**src/rtl/lamp_fader.sv**
```systemverilog
// Lamp output stage: soft-start/soft-stop brightness ramp driving a registered PWM lamp output.
// Latency: state/duty/lamp_on/ramping update on the sampling edge; pwm_out lags duty by one cycle.
// Backpressure: none; saida_in is a level request sampled every cycle and is never stalled.
//
// Ports:
//   clk      - system clock
//   rst      - asynchronous, active-high reset
//   saida_in - lamp request from the controller (1 = on), synchronous to clk
//   pwm_out  - registered PWM drive to the lamp
//   duty     - current brightness level, 0 .. MAX_DUTY
//   lamp_on  - high while fully on
//   ramping  - high while ramping up or down
module lamp_fader #(
    parameter int PWM_BITS = 8,
    parameter int STEP_T   = 20,
    parameter int MAX_DUTY = 255
) (
    input  logic                clk,
    input  logic                rst,
    input  logic                saida_in,
    output logic                pwm_out,
    output logic [PWM_BITS-1:0] duty,
    output logic                lamp_on,
    output logic                ramping
);

    localparam int TW = (STEP_T > 1) ? $clog2(STEP_T) : 1;
    localparam logic [TW-1:0]       STEP_LAST = TW'(STEP_T - 1);
    localparam logic [TW-1:0]       TIMER_ONE = TW'(1);
    localparam logic [PWM_BITS-1:0] DUTY_MAX  = PWM_BITS'(MAX_DUTY);
    localparam logic [PWM_BITS-1:0] DUTY_ONE  = PWM_BITS'(1);

    typedef enum logic [1:0] {
        ST_OFF,
        ST_RAMP_UP,
        ST_ON,
        ST_RAMP_DOWN
    } state_t;

    state_t                state;
    state_t                state_nxt;
    logic [PWM_BITS-1:0]   duty_nxt;
    logic [TW-1:0]         timer;
    logic [TW-1:0]         timer_nxt;
    logic                  tick;
    logic [PWM_BITS-1:0]   pwm_cnt;

    // State, duty and step timer registers.
    always_ff @(posedge clk or posedge rst) begin
        if (rst) begin
            state <= ST_OFF;
            duty  <= '0;
            timer <= '0;
        end else begin
            state <= state_nxt;
            duty  <= duty_nxt;
            timer <= timer_nxt;
        end
    end

    // With STEP_T = 1 the timer is pinned at 0, so every cycle is a tick.
    assign tick = (timer == STEP_LAST);

    // Next-state logic. The timer defaults to 0, which covers clearing on
    // every state entry, while settled, and after each tick. A direction
    // reversal is checked before the tick so it wins and holds duty.
    always_comb begin
        state_nxt = state;
        duty_nxt  = duty;
        timer_nxt = '0;
        case (state)
            ST_OFF: begin
                duty_nxt = '0;
                if (saida_in) begin
                    state_nxt = ST_RAMP_UP;
                end
            end
            ST_RAMP_UP: begin
                if (!saida_in) begin
                    state_nxt = ST_RAMP_DOWN;
                end else if (tick) begin
                    // Saturate at full-on; a reversal can re-enter the up
                    // ramp already at the top level.
                    if (duty >= (DUTY_MAX - DUTY_ONE)) begin
                        duty_nxt  = DUTY_MAX;
                        state_nxt = ST_ON;
                    end else begin
                        duty_nxt = duty + DUTY_ONE;
                    end
                end else begin
                    timer_nxt = timer + TIMER_ONE;
                end
            end
            ST_ON: begin
                duty_nxt = DUTY_MAX;
                if (!saida_in) begin
                    state_nxt = ST_RAMP_DOWN;
                end
            end
            ST_RAMP_DOWN: begin
                if (saida_in) begin
                    state_nxt = ST_RAMP_UP;
                end else if (tick) begin
                    // Saturate at zero; a short on-pulse can leave the down
                    // ramp starting from level 0.
                    if (duty <= DUTY_ONE) begin
                        duty_nxt  = '0;
                        state_nxt = ST_OFF;
                    end else begin
                        duty_nxt = duty - DUTY_ONE;
                    end
                end else begin
                    timer_nxt = timer + TIMER_ONE;
                end
            end
            default: begin
                state_nxt = ST_OFF;
                duty_nxt  = '0;
            end
        endcase
    end

    // Free-running PWM counter and registered comparator. All-ones duty is
    // forced high so full-scale gives a continuous on level.
    always_ff @(posedge clk or posedge rst) begin
        if (rst) begin
            pwm_cnt <= '0;
            pwm_out <= 1'b0;
        end else begin
            pwm_cnt <= pwm_cnt + DUTY_ONE;
            pwm_out <= (&duty) ? 1'b1 : (pwm_cnt < duty);
        end
    end

    assign lamp_on = (state == ST_ON);
    assign ramping = (state == ST_RAMP_UP) || (state == ST_RAMP_DOWN);

endmodule
```
**config.mk**
```make
export PLATFORM = sky130hd
export DESIGN_NAME = lamp_fader
export DESIGN_NICKNAME = d
export VERILOG_FILES = /design/src/rtl/lamp_fader.sv
export SDC_FILE = /design/constraint.sdc
export NUM_CORES = 1
export LEC_CHECK = 0
export BUFFER_PORTS_ARGS = -buffer_cell sky130_fd_sc_hd__buf_2
export CORE_ASPECT_RATIO = 1.5
export CORE_UTILIZATION = 64
export CTS_CLUSTER_SIZE = 14
export DETAILED_ROUTE_END_ITERATION = 10
export PLACE_DENSITY = 0.84
export SETUP_SLACK_MARGIN = 0.2
export SLEW_MARGIN = 15
export SYNTH_ARGS = -nofsm -noshare
export SYNTH_HDL_FRONTEND = slang
export SYNTH_SLANG_ARGS = --single-unit
```
**constraint.sdc**
```tcl
create_clock -name clk -period 4.2 [get_ports clk]
set_clock_uncertainty 0.05 [all_clocks]
set_input_delay 0.84 -clock clk [delete_from_list [all_inputs] [get_ports clk]]
set_output_delay 0.84 -clock clk [all_outputs]
set_load 0.02 [all_outputs]
```
==> impl_metrics.py <==
metrics = {
    "outcome": {
        "status": "completed",
    },
    "final_layout": {
        "area_growth_syn_to_layout_pct": 6.93,
        "nNetsFinal": 217,
        "antennaDiodeCount": 0,
        "drive_gt1_share_pct": 15.3,
        "fin_util_pct": 74.0,
    },
    "drt": {
        "drtIter0Drc": 58,
        "wl_per_cell_um": 16.3,
        "antenna_left": 0,
        "drc": 0,
        "vias": 1448,
        "firstDrtPassIters": 4,
        "routed_wl_mm": 3.77,
        "avgViaCountPerCell": 6.24,
    },
    "setup_path": {
        "worstSetupEndpointType": "output pin",
        "start_kind": "register",
        "crit_path_max_incr_delay_ps": 450,
        "crit_type": "reg2out",
        "slowest_stage": "ha_1",
        "worstPathRequired_ps": 3310,
        "cp_data_arrival_time_ps": 1730,
        "cp_common_cell": "inv_1",
        "crit_chain": "inv_1 -> ha_1 -> nor2_1 -> inv_1 -> buf_2",
        "cp_max_fo": 13,
    },
    "yosys": {
        "synth_edf_count": 0,
        "netlist_top_cells_count": "dfrtp_1 (24), ha_1 (17), inv_1 (15)",
        "avgSynthCellArea_um2": 9.27,
        "synth_fp_nets": 207,
        "synth_top_cell_area_share_pct": 34.7,
        "postSynth.asyncResetShare_pct": 100,
        "synth_area_leader_cell": "dfrtp_1",
        "synth_area_leaders": "dfrtp_1 (35%), ha_1 (12%), xnor2_1 (4.5%), inv_1 (3.2%), nor2_1 (3.0%)",
        "synth_area_um2": 1730,
        "post-synth-top-count-cell": "dfrtp_1",
        "ys_types": 51,
        "ys_seq_elements": 24,
        "ys_seq_area_share_pct": 34.7,
        "synth_flop_cell": "dfrtp_1",
        "ys_warn_count": 0,
        "synthCells": 187,
    },
    "sta": {
        "max_freq_ghz": 0.381,
        "setup-violations-final": 0,
        "post-route-period-util_pct": 62.4,
        "period_needed_ps": 2620,
        "slew_viol_final": 0,
        "worst_pin_slew_ps": 913,
        "rsz0062_at_grt": "no",
        "slew_headroom_pct": 39.1,
        "timing.setup.tns_ps": 0,
        "hold_viol": 0,
    },
    "clock_network": {
        "cts_tree": "built",
        "cts_hold_buf": 0,
        "ctsResizeCount": 0,
        "clk_pin_slew_ps": 140,
        "postCtsSetupBuffers": 0,
        "root_buffer": "clkbuf_4",
        "tritoncts.num_buffers": 3,
        "clock_path_buffers": 2,
        "ctsHtreeMaxLevel": 1,
        "cts_sinks": 24,
        "insertion_delay_ps": 330,
    },
    "die": {
        "die_w_um": 44.5,
        "fp.dieArea_um2": 2920,
        "initial_utilization_pct": 69.2,
        "ios": 14,
        "die_y_um": 65.7,
        "row_count": 22,
        "core_um2": 2500,
    },
    "global_route": {
        "grt_overflow": 0,
        "grt_max_degree": 25,
        "global_route.usage.total_pct": 28.3,
        "antenna_found_initial": 0,
        "grt_pass1_vias": 1328,
        "grt_pass1_wl_mm": 6.06,
    },
    "pwr": {
        "peakVddDrop_v": 0.000535,
        "powerDensity_nw_per_um2": 693,
        "p_leak_uw": 0.000848,
    },
    "placement": {
        "routabilityCongestion": 0.938,
        "dp_hpwl_mm": 2.78,
        "portBuffers": 13,
    },
    "hold_path": {
        "min_path_type": "reg2reg",
    },
    "job": {
        "drv_cap": 0,
    },
}
==> through the flow <==
step / hold WS, ps / total power, uW / cells / instance area, um^2 / setup WS, ps
floorplan: 388 / 936 / 187 / 1730 / 2040
global placement: 417 / 1090 / 228 / 1800 / 2010
detailed placement: 424 / 1100 / 228 / 1800 / 1910
CTS: 445 / 1280 / 232 / 1850 / 1580
global route: 458 / 1380 / 232 / 1850 / 1500
finish: 436 / 1280 / 232 / 1850 / 1580
==> critical path, delay by kind of cell, from the launching register on <==
family	cells	cell delay [ps]
adders and majority gates	1	450
DFF	1	440
buffers and inverters	3	330
and+or+nand+nor	1	180
==> cell type report <==
cell class	count	area (um^2)
Multi-Input combinational cell	140	1030
Clock buffer	3	22.5
Tap cell	36	45.0
Clock inverter	1	30.0
Sequential cell	24	601
Fill cell	201	652
Inverter	15	56.3
Timing Repair Buffer	13	65.1
==> layer usage <==
layer  vias up  track usage, %  routed length (um)
li1        697               -                   -
met1       657            36.0                1510
met2        72            44.9                1850
met3        22            2.20                 215
met4         0            18.6                 200
met5         -               0                   0
==> where the power goes <==
| group | switching (uW) | leakage (uW) | internal (uW) |
|---|---|---|---|
| sequential | 96.7 | 0.000306 | 283 |
| clock | 74.5 | 0.0000279 | 96.6 |
| combinational | 442 | 0.000514 | 292 |
==> placed cells by master, fill, tap and decap left out, drive strengths merged, types with 6 or more instances in the layout <==
cell type   n
inv        15
ha         17
nand3      10
xnor2       9
nor3        6
a21oi       7
buf        13
nor2       14
o21ai      12
nand2       9
dfrtp      24
==> sequential cells by signal (all words and copies together) (netlist names) <==
register,cells
duty,8
state,2
pwm_cnt,8
pwm_out,1
timer,5
==> final timing paths <==
| kind | startpoint | cells past startpoint | end | slack (ps) |
|---|---|---|---|---|
| setup / recovery | state[1] | 5 | ramping | 1580 |
| hold reg to reg | timer[0] | 1 | timer[0] | 440 |
| min in group asynchronous | rst | 2 | timer[1] | 630 |
| max in group asynchronous | rst | 2 | pwm_cnt[0] | 2910 |
| hold / removal | timer[0] | 1 | timer[0] | 440 |
| setup reg to reg | state[1] | 7 | duty[6] | 1850 |
==> cells by family after synthesis <==
family | after synthesis | synth area share, %
buffers and inverters | 23 | 5.70
and+or+nand+nor | 64 | 21.2
muxes | 5 | 2.96
adders and majority gates | 17 | 12.3
AOI/OAI and AO/OA | 42 | 17.2
DFF | 24 | 34.7
xor gates and xnor gates | 12 | 6.07
No activity file was read; power rests on OpenSTA's default activity.
